$ cat config.mk
export PLATFORM = sky130hd
export DESIGN_NAME = dmem_arbiter
export DESIGN_NICKNAME = d
export VERILOG_FILES = /design/src/rtl/dmem_pkg.sv /design/src/rtl/dmem_lane_align.sv /design/src/rtl/dmem_arbiter.sv
export SDC_FILE = /design/constraint.sdc
export NUM_CORES = 1
export LEC_CHECK = 0
export CORE_ASPECT_RATIO = 0.5
export CORE_MARGIN = 2
export CORE_UTILIZATION = 36
export CTS_CLUSTER_DIAMETER = 80
export DETAILED_ROUTE_END_ITERATION = 6
export PLACE_DENSITY = 0.84
export SLEW_MARGIN = 20
export SYNTH_ARGS = -nofsm -noshare
export SYNTH_HDL_FRONTEND = slang
export SYNTH_SLANG_ARGS = --single-unit
$ cat constraint.sdc
create_clock -name clk_i -period 3.07 [get_ports clk_i]
set_input_delay 0.921 -clock clk_i [delete_from_list [all_inputs] [get_ports clk_i]]
set_output_delay 0.921 -clock clk_i [all_outputs]
set_load 0.1 [all_outputs]
$ cat src/rtl/dmem_pkg.sv
// Shared constants and types for the data-memory arbiter slice.
// Holds the RV32 load/store size codes, the requester identifiers and the lane count.
package dmem_pkg;

    localparam int unsigned NUM_LANES = 4;

    localparam logic [2:0] F3_B  = 3'b000;
    localparam logic [2:0] F3_H  = 3'b001;
    localparam logic [2:0] F3_W  = 3'b010;
    localparam logic [2:0] F3_BU = 3'b100;
    localparam logic [2:0] F3_HU = 3'b101;

    typedef enum logic {
        REQ_CORE = 1'b0,
        REQ_DMA  = 1'b1
    } req_e;

endpackage

$ cat src/rtl/dmem_lane_align.sv
// Combinational byte-lane handling for one access: store mask and replication,
// load extraction with sign/zero extension, and misalign/illegal detection.
module dmem_lane_align
    import dmem_pkg::*;
#(
    parameter int unsigned DW = 32
) (
    input  logic                 we,
    input  logic [2:0]           funct3,
    input  logic [1:0]           addr_lo,
    input  logic [DW-1:0]        wdata,
    input  logic [DW-1:0]        rdata_word,
    output logic [NUM_LANES-1:0] mask,
    output logic [DW-1:0]        wdata_lanes,
    output logic [DW-1:0]        rdata_ext,
    output logic                 misaligned,
    output logic                 illegal
);

    localparam int unsigned LW = DW / NUM_LANES;

    logic [NUM_LANES-1:0] base_mask;
    logic [DW-1:0]        shifted;
    logic [LW-1:0]        lane_b;
    logic [2*LW-1:0]      lane_h;

    assign shifted = rdata_word >> (LW * int'(addr_lo));
    assign lane_b  = shifted[LW-1:0];
    assign lane_h  = shifted[2*LW-1:0];

    always_comb begin
        base_mask   = '0;
        wdata_lanes = wdata;
        misaligned  = 1'b0;
        illegal     = 1'b0;
        rdata_ext   = '0;
        case (funct3)
            F3_B: begin
                base_mask   = 4'b0001;
                wdata_lanes = {NUM_LANES{wdata[LW-1:0]}};
                rdata_ext   = {{(DW-LW){lane_b[LW-1]}}, lane_b};
            end
            F3_H: begin
                base_mask   = 4'b0011;
                wdata_lanes = {2{wdata[2*LW-1:0]}};
                misaligned  = addr_lo[0];
                rdata_ext   = {{(DW-2*LW){lane_h[2*LW-1]}}, lane_h};
            end
            F3_W: begin
                base_mask  = 4'b1111;
                misaligned = (addr_lo != 2'b00);
                rdata_ext  = rdata_word;
            end
            F3_BU: begin
                illegal   = we;
                rdata_ext = {{(DW-LW){1'b0}}, lane_b};
            end
            F3_HU: begin
                misaligned = addr_lo[0];
                illegal    = we;
                rdata_ext  = {{(DW-2*LW){1'b0}}, lane_h};
            end
            default: illegal = 1'b1;
        endcase

        // Stores and faulted accesses return zero data; faults never write.
        if (we || misaligned || illegal) begin
            rdata_ext = '0;
        end
        mask = (we && !misaligned && !illegal) ? (base_mask << addr_lo) : '0;
    end

endmodule

$ cat src/rtl/dmem_arbiter.sv
// Two-requester (core, DMA) round-robin arbiter in front of a single-port data memory,
// issuing one access per cycle and returning a registered response one cycle later.
module dmem_arbiter
    import dmem_pkg::*;
#(
    parameter  int unsigned DW             = 32,
    parameter  int unsigned MEM_SIZE_IN_KB = 1,
    localparam int unsigned BADDRW         = $clog2(MEM_SIZE_IN_KB * 1024)
) (
    input  logic                 clk_i,
    input  logic                 rst_i,

    input  logic                 core_req_i,
    input  logic                 core_we_i,
    input  logic [2:0]           core_funct3_i,
    input  logic [BADDRW-1:0]    core_addr_i,
    input  logic [DW-1:0]        core_wdata_i,
    output logic                 core_gnt_o,
    output logic                 core_rsp_valid_o,
    output logic                 core_rsp_err_o,
    output logic [DW-1:0]        core_rdata_o,

    input  logic                 dma_req_i,
    input  logic                 dma_we_i,
    input  logic [2:0]           dma_funct3_i,
    input  logic [BADDRW-1:0]    dma_addr_i,
    input  logic [DW-1:0]        dma_wdata_i,
    output logic                 dma_gnt_o,
    output logic                 dma_rsp_valid_o,
    output logic                 dma_rsp_err_o,
    output logic [DW-1:0]        dma_rdata_o,

    output logic                 mem_cs_o,
    output logic                 mem_we_o,
    output logic [NUM_LANES-1:0] mem_mask_o,
    output logic [BADDRW-3:0]    mem_addr_o,
    output logic [DW-1:0]        mem_wdata_o,
    input  logic [DW-1:0]        mem_rdata_i
);

    req_e prio_q, prio_d;

    logic              any_gnt;
    logic              sel_we;
    logic [2:0]        sel_funct3;
    logic [BADDRW-1:0] sel_addr;
    logic [DW-1:0]     sel_wdata;

    logic [NUM_LANES-1:0] lane_mask;
    logic [DW-1:0]        lane_wdata;
    logic [DW-1:0]        lane_rdata;
    logic                 misaligned;
    logic                 illegal;
    logic                 acc_err;
    logic                 issue;

    logic          core_valid_q, core_valid_d;
    logic          core_err_q, core_err_d;
    logic [DW-1:0] core_rdata_q, core_rdata_d;
    logic          dma_valid_q, dma_valid_d;
    logic          dma_err_q, dma_err_d;
    logic [DW-1:0] dma_rdata_q, dma_rdata_d;

    // A lone requester always wins; a tie goes to whoever the pointer favours.
    assign core_gnt_o = !rst_i && core_req_i && (!dma_req_i || (prio_q == REQ_CORE));
    assign dma_gnt_o  = !rst_i && dma_req_i && (!core_req_i || (prio_q == REQ_DMA));
    assign any_gnt    = core_gnt_o || dma_gnt_o;

    assign sel_we     = dma_gnt_o ? dma_we_i     : core_we_i;
    assign sel_funct3 = dma_gnt_o ? dma_funct3_i : core_funct3_i;
    assign sel_addr   = dma_gnt_o ? dma_addr_i   : core_addr_i;
    assign sel_wdata  = dma_gnt_o ? dma_wdata_i  : core_wdata_i;

    dmem_lane_align #(
        .DW(DW)
    ) u_lane_align (
        .we          (sel_we),
        .funct3      (sel_funct3),
        .addr_lo     (sel_addr[1:0]),
        .wdata       (sel_wdata),
        .rdata_word  (mem_rdata_i),
        .mask        (lane_mask),
        .wdata_lanes (lane_wdata),
        .rdata_ext   (lane_rdata),
        .misaligned  (misaligned),
        .illegal     (illegal)
    );

    assign acc_err = misaligned || illegal;
    assign issue   = any_gnt && !acc_err;

    assign mem_cs_o    = issue;
    assign mem_we_o    = issue && sel_we;
    assign mem_mask_o  = issue ? lane_mask : '0;
    assign mem_addr_o  = sel_addr[BADDRW-1:2];
    assign mem_wdata_o = lane_wdata;

    always_comb begin
        prio_d       = prio_q;
        core_valid_d = core_gnt_o;
        core_err_d   = core_gnt_o && acc_err;
        core_rdata_d = core_gnt_o ? lane_rdata : '0;
        dma_valid_d  = dma_gnt_o;
        dma_err_d    = dma_gnt_o && acc_err;
        dma_rdata_d  = dma_gnt_o ? lane_rdata : '0;
        if (any_gnt) begin
            prio_d = dma_gnt_o ? REQ_CORE : REQ_DMA;
        end
    end

    always_ff @(posedge clk_i) begin
        if (rst_i) begin
            prio_q       <= REQ_CORE;
            core_valid_q <= 1'b0;
            core_err_q   <= 1'b0;
            core_rdata_q <= '0;
            dma_valid_q  <= 1'b0;
            dma_err_q    <= 1'b0;
            dma_rdata_q  <= '0;
        end else begin
            prio_q       <= prio_d;
            core_valid_q <= core_valid_d;
            core_err_q   <= core_err_d;
            core_rdata_q <= core_rdata_d;
            dma_valid_q  <= dma_valid_d;
            dma_err_q    <= dma_err_d;
            dma_rdata_q  <= dma_rdata_d;
        end
    end

    // Reset arriving right after a grant suppresses the already-registered response.
    assign core_rsp_valid_o = core_valid_q && !rst_i;
    assign core_rsp_err_o   = core_err_q && !rst_i;
    assign core_rdata_o     = rst_i ? '0 : core_rdata_q;
    assign dma_rsp_valid_o  = dma_valid_q && !rst_i;
    assign dma_rsp_err_o    = dma_err_q && !rst_i;
    assign dma_rdata_o      = rst_i ? '0 : dma_rdata_q;

endmodule

### Word level (Yosys, flattened, before mapping)

Cells that the tools add are included.

* output and inout port bits: 116
* input port bits: 128
* flip-flop bits (word level): 69
* word-level logic and storage cells: 64

* multiplexer cells: 15
* bitwise gates (word level): 3
* reductions and logical operators: 33
* equal/unequal tests: 4
* shift operators: 2

Operator list (number)
* 32-bit one-hot mux with 5 select lines: 1
* 32-bit two-way mux: 4
* 32-bit one-hot mux with 2 select lines: 1
* 32-bit by 5-bit >> shifter with 16-bit output: 1
* 1-bit logical AND: 14
* 4-bit one-hot mux with 3 select lines: 1
* 10-bit two-way mux: 1
* 4-bit two-way mux: 2
* 2-bit OR reduction: 4
* 3-bit equality test, second input constant: 2
* 1-bit zero test: 6
* 1-bit logical OR: 6
* 1-bit one-hot mux with 2 select lines: 2
* 4-bit by 2-bit left shift with 4-bit output: 1
* 3-bit by 1-bit equality test with 1-bit output, second input constant: 1
* 3-bit by 2-bit equality test with 1-bit output, second input constant: 1
* 3-bit zero test: 1
* 3-bit two-way mux: 1
* 1-bit NOT: 3
* 3-bit OR reduction: 1
* 1-bit two-way mux: 2
* 2-bit nonzero test: 1

### Depth between registers and ports, before layout

Gate-level depths: netlist of run 1.

* word-level depth: 12
* mapped depth: 12
* depth with buffers taken out: 8

### Cells and area by module

From an unflattened synthesis of run 1, not the netlist that was laid out.

* cell total of the unflattened synthesis: 500
* area total of the unflattened synthesis: 4529.3 µm²

By module, submodules not included
* dmem_arbiter: cells an instance 298, times used 1, area an instance 3144.3 µm²
* dmem_lane_align: cells an instance 202, times used 1, area an instance 1385.1 µm²

### Worst setup path after synthesis of run 1

Ideal clock, no wire load.

* path kind: input to output
* start point: in rst_i
* end point: out mem_mask_o[0]
* arrival: 6.046 ns
* path buffers: 1
* setup slack: -3.897 ns
* data required time: 2.149 ns
* stages on the path: 4
* path through: buf_4 -> a211oi_1 -> a32oi_1 -> nor3_1

* elaborated cells between the ends (all ways): 31
* classes of those cells: 4 x eq/ne; 1 x shift; 8 x mux; 18 x reduce/logical

RTL lines
* start: declaration: RTL line dmem_arbiter.sv:11 `input logic rst_i,`
* 1-bit zero test: RTL line dmem_arbiter.sv:65 `assign core_gnt_o = !rst_i && core_req_i && (!dma_req_i || (prio_q == REQ_CORE));`
* 1-bit logical AND (2 in series): RTL line dmem_arbiter.sv:65
* via core_gnt_o: RTL line dmem_arbiter.sv:18 `output logic core_gnt_o,`
* 1-bit logical OR: RTL line dmem_arbiter.sv:67 `assign any_gnt = core_gnt_o || dma_gnt_o;`
* 1-bit logical AND: RTL line dmem_arbiter.sv:90 `assign issue = any_gnt && !acc_err;`
* 4-bit two-way mux: RTL line dmem_arbiter.sv:94 `assign mem_mask_o = issue ? lane_mask : '0;`
* end: declaration: RTL line dmem_arbiter.sv:35 `output logic [NUM_LANES-1:0] mem_mask_o,`

The timed path passes the listed nets, and every way through them passes these cells.

### Final worst setup path of run 1

* start point: in dma_req_i
* end point: out mem_wdata_o[27]

* longest elaborated chain between the ends: 5
* elaborated cells between the ends (all ways): 7
* classes of those cells: 1 x eq/ne; 3 x mux; 3 x reduce/logical

Ends and longest elaborated chain
* start: declaration: RTL line dmem_arbiter.sv:23 `input logic dma_req_i,`
* 1-bit logical AND * (2 in series): RTL line dmem_arbiter.sv:66 `assign dma_gnt_o = !rst_i && dma_req_i && (!core_req_i || (prio_q == REQ_DMA));`
* 3-bit two-way mux: RTL line dmem_arbiter.sv:70 `assign sel_funct3 = dma_gnt_o ? dma_funct3_i : core_funct3_i;`
* 3-bit by 1-bit equality test with 1-bit output or 3-bit zero test (tied branches): RTL line dmem_lane_align.sv:37 `case (funct3)`
* 32-bit one-hot mux with 2 select lines *: RTL line dmem_lane_align.sv:37
* end: declaration: RTL line dmem_arbiter.sv:37 `output logic [DW-1:0] mem_wdata_o,`

Every way passes the cells marked *; elsewhere a longest branch is shown, timed or not.

==> impl_metrics.env, run 1 <==
export IMPL_wl_mm=29.8
export IMPL_initial_core_util_pct=37.5
export IMPL_nets=1040
export IMPL_synth_edf_count=0
export IMPL_cp_num_buf_inv=3
export IMPL_synthArstFlopShare_pct=0
export IMPL_cts_hold_buf=0
export IMPL_ys_types=62
export IMPL_worst_setup_path_type="in2out"
export IMPL_clock_path_buffers=2
export IMPL_slew_headroom_pct=39.7
export IMPL_pin_count=244
export IMPL_required_ns=2.15
export IMPL_switching_share_pct=39.4
export IMPL_r2r_cells=9
export IMPL_die_y_um=83.0
export IMPL_finClkSkew_ns=0.00522
export IMPL_violations="DRC, setup timing"
export IMPL_ff2ff_setup_slack_ns=0.36
export IMPL_final_cell_area_um2=11000
export IMPL_core_rowCount=28
export IMPL_drt_wirelength_per_cell_um=27.5
export IMPL_vias_per_cell=6.21
export IMPL_cts_made_buffers=9
export IMPL_drc_errors=8
export IMPL_seqPwrFrac_pct=22.6
export IMPL_syn_area_per_cell_um2=8.00
export IMPL_grt_pass1_wl_mm=40.5
export IMPL_syn_to_final_growth_pct=144
export IMPL_crit_arrival_ns=2.66
export IMPL_clock_fmax_ghz=0.280
export IMPL_timing_final_ws_setup_ns=-0.507
export IMPL_fp_dieArea_um2=13400
export IMPL_yosys_area_top_type="dfxtp_1"
export IMPL_critPathLaunchType="input port"
export IMPL_cap_violations=0
export IMPL_synthTopCellsByCount="nand2_1, dfxtp_1, nor2b_1"
export IMPL_globalplace_congestion=0.956
export IMPL_cp_top_family="multiplexers"
export IMPL_grt_pass1_vias=7051
export IMPL_grt_setup_unrepaired="true"
export IMPL_clock_sinks=69
export IMPL_holdPathEnd="core_err_q"
export IMPL_ir_drop_uv=287
export IMPL_grt_util_all_layers_pct=39.1
export IMPL_layout_drive_gt1_share_pct=52.8
export IMPL_ys_flop_type="dfxtp_1"
export IMPL_worstHoldPathCells=2
export IMPL_power_leakage_nw=4.26
export IMPL_die_w_um=162
export IMPL_cts_tree="done"
export IMPL_critPathMaxStageDelay_ns=0.31
export IMPL_setup_viol=46
export IMPL_drv_slew=0
export IMPL_coreArea_um2=12000
export IMPL_yosysSeqAreaShare_pct=30.7
export IMPL_gr_total_overflow=0
export IMPL_clockRootBuffer="clkbuf_16"
export IMPL_p_per_area_nw_per_um2=368
export IMPL_crit_start="dma_req_i"
export IMPL_stdcell_count=1083
export IMPL_p_comb_share_pct=49.0
export IMPL_crit_chain="buf_8 > nor2b_4 > nand2_8 > mux2i_4 > buf_6 > mux2i_1 > nor2_2 > a31oi_4 > buf_12"
export IMPL_first_iter_violations=930
export IMPL_critPathCaptureType="output port"
export IMPL_antenna_found_initial=1
export IMPL_clkPwrFrac_pct=28.4
export IMPL_ys_top_cells_by_area="dfxtp_1, nor2b_1, mux2i_1"
export IMPL_yosysMostFrequentCell="nand2_1"
export IMPL_clock_latency_ns=0.34
export IMPL_reg2reg_from="prio_q"
export IMPL_worst_pin_slew_ns=0.905
export IMPL_hold_viol=0
export IMPL_hp_start="prio_q"
export IMPL_status="finished, violations left"
export IMPL_worst_setup_hold_path_clk_slew_ns=0.06
export IMPL_placed_cell_area_um2=10000
export IMPL_grt_max_degree=70
export IMPL_synth_nets=690
export IMPL_numPortBuffers=243
export IMPL_first_pass_iters=7
export IMPL_whs_ns=0.713
export IMPL_syn_area_um2=4490
export IMPL_cts_max_level=3
export IMPL_dr_total_vias=6728
export IMPL_crit_fanout=5
export IMPL_yosysTopAreaCellShare_pct=30.7
export IMPL_ant_nets=0
export IMPL_dp_cells=1025
export IMPL_fin_crit_ns=3.58
export IMPL_r2r_end="core_rdata_q[3]"
export IMPL_hold_class="reg2reg"
export IMPL_syn_instance_count=562
export IMPL_cp_slowest_cell="mux2i_1"
export IMPL_p_int_mw=2.44
export IMPL_hpwl_mm=17.4
export IMPL_yosys_warnings=0
export IMPL_utilization_pct=91.4
export IMPL_power_mw=4.04
export IMPL_ys_seq_elements=69
export IMPL_switchingPower_mw=1.59
export IMPL_min_period_over_period_pct=117
==> power groups by stage <==
stage	combinational [mW]	sequential [mW]	clock [mW]
6_report	1.98	0.912	1.15
5_1_grt	2.01	0.913	1.18
4_1_cts	1.85	0.912	1.13
3_5_place_dp	1.75	0.931	0
3_3_place_gp	1.70	0.930	0
2_1_floorplan	1.04	0.931	0
==> per-stage QoR <==
stage / worst slack, ns / setup TNS [ns]
2_1_floorplan: -1.08 / -27.18
3_3_place_gp: -0.823 / -47.09
3_5_place_dp: -0.976 / -63.59
4_1_cts: -0.349 / -20.50
5_1_grt: -0.577 / -18.61
6_report: -0.507 / -16.59
==> what timing repair did <==
item                       4_1_cts  5_1_grt
gates resized for setup         77       20
setup endpoints to repair      124       46
setup buffers                   32        6
cloned                           3        2
hold endpoints to repair         0        0
pin swaps                       20       13
==> tightest hold or removal path, delay by kind of cell (launching register included) <==
kind,cells,cell delay (ns)
buffers and inverters,1,0.21
flip-flops,1,0.38
AO/OA/AOI/OAI,1,0.09
==> per-layer routing <==
metal	vias up	GRT usage (%)	wire length [µm]
li1	2653	-	-
met1	3075	40.1	9610
met2	705	71.2	14100
met3	295	9.44	3290
met4	0	25.6	2780
met5	-	0	0
==> flip-flops by register name (all words and copies together), names as in the netlist <==
| name | count |
|---|---|
| core_valid_q | 1 |
| core_err_q | 1 |
| dma_rdata_q | 32 |
| dma_err_q | 1 |
| core_rdata_q | 32 |
| prio_q | 1 |
| dma_valid_q | 1 |
==> cells in the final DEF (no fill, tap or decap), types with 5 or more instances in the layout <==
master	instances
buf_12	126
clkdlybuf4s50_1	114
buf_4	104
dfxtp_1	69
nand2_1	59
nor2b_2	56
a21oi_1	39
nor2_1	24
buf_6	23
mux2i_4	21
o21ai_1	17
a31oi_4	16
nand2b_1	15
nor2b_4	13
nand2_8	13
mux2i_1	12
clkbuf_16	11
nor2_4	10
clkinvlp_4	9
inv_1	9
nand2_2	9
a22oi_1	7
nor2_2	6
a222oi_1	6
a211oi_1	6
a2bb2oi_1	6
buf_2	6
nand2_4	5
mux2i_2	5
mux2_1	5
mux2_4	5
nor3_1	5
==> cell families after synthesis <==
group | synth area share, %
AND/OR/NAND/NOR | 27.6
AO/OA/AOI/OAI | 21.1
flip-flops | 30.7
buffers and inverters | 8.30
multiplexers | 11.9
XOR/XNOR | 0.390
==> worst max-delay path by stage <==
stage	endpoint	slack, ns	cells past startpoint
6_report	mem_wdata_o[27]	-0.51	9
5_1_grt	mem_wdata_o[30]	-0.58	10
4_1_cts	mem_mask_o[2]	-0.35	10
3_5_place_dp	mem_wdata_o[28]	-0.98	10
3_3_place_gp	mem_wdata_o[28]	-0.82	10
2_1_floorplan	mem_mask_o[3]	-1.08	5
==> final cells by class <==
cell class	instances	area, µm²
antenna	1	2.50
clock buffer	9	225
clock inverter	7	98.8
fill	415	1030
inverter	19	121
multi-input combinational	426	3950
sequential	69	1380
tap	165	206
timing repair buffer	387	4970
Power figures use the tool's default switching activity.
==> run 2, diff against run 1 <==
--- a/config.mk
+++ b/config.mk
@@ -6,8 +6,9 @@
 export NUM_CORES = 1
 export LEC_CHECK = 0
 export CORE_ASPECT_RATIO = 0.5
-export CORE_MARGIN = 2
+export CORE_MARGIN = 5
 export CORE_UTILIZATION = 36
+export CTS_BUF_LIST = sky130_fd_sc_hd__clkbuf_16
 export CTS_CLUSTER_DIAMETER = 80
 export DETAILED_ROUTE_END_ITERATION = 6
 export PLACE_DENSITY = 0.84
==> impl_metrics.env, run 2 (synthesis results as in run 1) <==
export IMPL_critPathCaptureType="output port"
export IMPL_clock_sinks=69
export IMPL_critPathLaunchType="input port"
export IMPL_violations="DRC, setup timing"
export IMPL_drt_wirelength_per_cell_um=24.9
export IMPL_globalplace_congestion=0.984
export IMPL_post_place_ws_ns=-0.895
export IMPL_worstHoldPathCells=2
export IMPL_seqCellArea_um2=1380
export IMPL_cts_tree="done"
export IMPL_worst_pin_slew_ns=0.716
export IMPL_layout_commonest_cell="buf_12"
export IMPL_setup_viol=46
export IMPL_first_pass_iters=7
export IMPL_hold_class="reg2reg"
export IMPL_clock_path_buffers=2
export IMPL_reg2reg_from="prio_q"
export IMPL_nets=1024
export IMPL_largestRegisters="core_rdata_q x32, dma_rdata_q x32"
export IMPL_slew_headroom_pct=50.9
export IMPL_clock_fmax_ghz=0.277
export IMPL_initial_core_util_pct=37.4
export IMPL_worst_setup_hold_path_clk_slew_ns=0.06
export IMPL_clockRootBuffer="clkbuf_16"
export IMPL_grt_setup_unrepaired="true"
export IMPL_fin_crit_ns=3.61
export IMPL_ff2ff_setup_slack_ns=0.47
export IMPL_hold_viol=0
export IMPL_vias_per_cell=5.92
export IMPL_final_cell_mix="buf_12, clkdlybuf4s50_1, buf_4"
export IMPL_min_period_over_period_pct=118
export IMPL_timing_final_ws_setup_ns=-0.540
export IMPL_cap_violations=0
export IMPL_dr_total_vias=6300
export IMPL_wl_mm=26.5
export IMPL_cts_made_buffers=9
export IMPL_syn_to_final_growth_pct=139
export IMPL_p_per_area_nw_per_um2=355
export IMPL_r2r_end="core_rdata_q[12]"
export IMPL_antenna_found_initial=0
export IMPL_die_w_um=168
export IMPL_ir_drop_uv=341
export IMPL_grt_pass1_vias=6650
export IMPL_pin_count=244
export IMPL_r2r_cells=9
export IMPL_holdPathEnd="core_valid_q"
export IMPL_crit_arrival_ns=2.69
export IMPL_cts_hold_buf=0
export IMPL_dp_cells=1015
export IMPL_first_iter_violations=770
export IMPL_finClkSkew_ns=0.00249
export IMPL_status="finished, violations left"
export IMPL_worst_setup_path_type="in2out"
export IMPL_crit_fanout=8
export IMPL_setup_tns_final_ns=-14.64
export IMPL_grt_util_all_layers_pct=32.8
export IMPL_power_leakage_nw=4.17
export IMPL_ant_nets=0
export IMPL_layout_drive_gt1_share_pct=51.6
export IMPL_hpwl_mm=16.9
export IMPL_required_ns=2.15
export IMPL_gr_total_overflow=0
export IMPL_numPortBuffers=243
export IMPL_coreArea_um2=12000
export IMPL_drv_slew=0
export IMPL_grt_max_degree=72
export IMPL_clock_latency_ns=0.33
export IMPL_core_rowCount=28
export IMPL_nFillCells=450
export IMPL_stdcell_count=1065
export IMPL_grt_pass1_wl_mm=38.1
export IMPL_cts_max_level=3
export IMPL_die_y_um=89.0
export IMPL_multi_input_area_um2=3920
export IMPL_drc_errors=6
export IMPL_fp_dieArea_um2=15000
export IMPL_n_antenna_cell=0
export IMPL_hp_start="prio_q"
run 2: worst max path at each step:
stage                    start               to  slack [ns]  depth (start not counted)
detailed placement  core_req_i         mem_cs_o       -0.89                          9
global placement     dma_req_i  mem_wdata_o[29]       -0.84                         10
global route             rst_i         mem_cs_o       -0.58                          9
CTS                      rst_i    mem_mask_o[1]       -0.35                         10
floorplan                rst_i    mem_mask_o[3]       -1.08                          5
finish               dma_req_i         mem_cs_o       -0.54                          9
run 2: final cells by class:
| class | count | share of cell area (%) |
|---|---|---|
| clock buffer | 9 | 2.10 |
| inverter | 19 | 1.13 |
| multi-input combinational | 426 | 36.6 |
| sequential | 69 | 12.9 |
| tap | 165 | 1.92 |
| clock inverter | 6 | 0.525 |
| timing repair buffer | 371 | 44.9 |
run 2: repair_timing:
| action | in CTS | in global routing |
|---|---|---|
| cloned | 3 | 1 |
| pin swaps | 18 | 8 |
| gates resized for setup | 76 | 14 |
| setup endpoints to repair | 100 | 106 |
| buffers inserted | 31 | 5 |
run 2: power by group:
part	total (mW)	internal (mW)	leakage [nW]	switching [mW]
registers	0.913	0.908	0.557	0.00449
clock network	1.00	0.615	0.134	0.386
logic	1.90	0.796	3.48	1.10
run 2: metrics by stage:
| step | instance area, µm² | hold WS [ns] | utilization (%) | power, mW |
|---|---|---|---|---|
| 2_1_floorplan | 5740 | 0.540 | - | 1.97 |
| 3_3_place_gp | 9940 | 0.556 | 82.7 | 2.62 |
| 3_5_place_dp | 9940 | 0.607 | 82.7 | 2.67 |
| 4_1_cts | 10600 | 0.625 | 88.5 | 3.73 |
| 5_1_grt | 10700 | 0.670 | 89.3 | 3.90 |
| 6_report | 10700 | 0.687 | 89.3 | 3.81 |
run 2: routing by layer:
metal	part of all wire [%]	global-route usage [%]	wire, µm
met2	52	64.3	13700
met3	9.1	7.86	2430
met1	33	33.9	8690
met4	6.6	15.7	1750
met5	0	0	0
run 2: critical path, stage by stage:
cell	delay, ns
buf_6	0.08
nor2b_4	0.24
nand2_8	0.11
buf_8	0.17
nor2_1	0.32
a311oi_4	0.11
a221o_1	0.40
o21a_2	0.16
buf_12	0.16
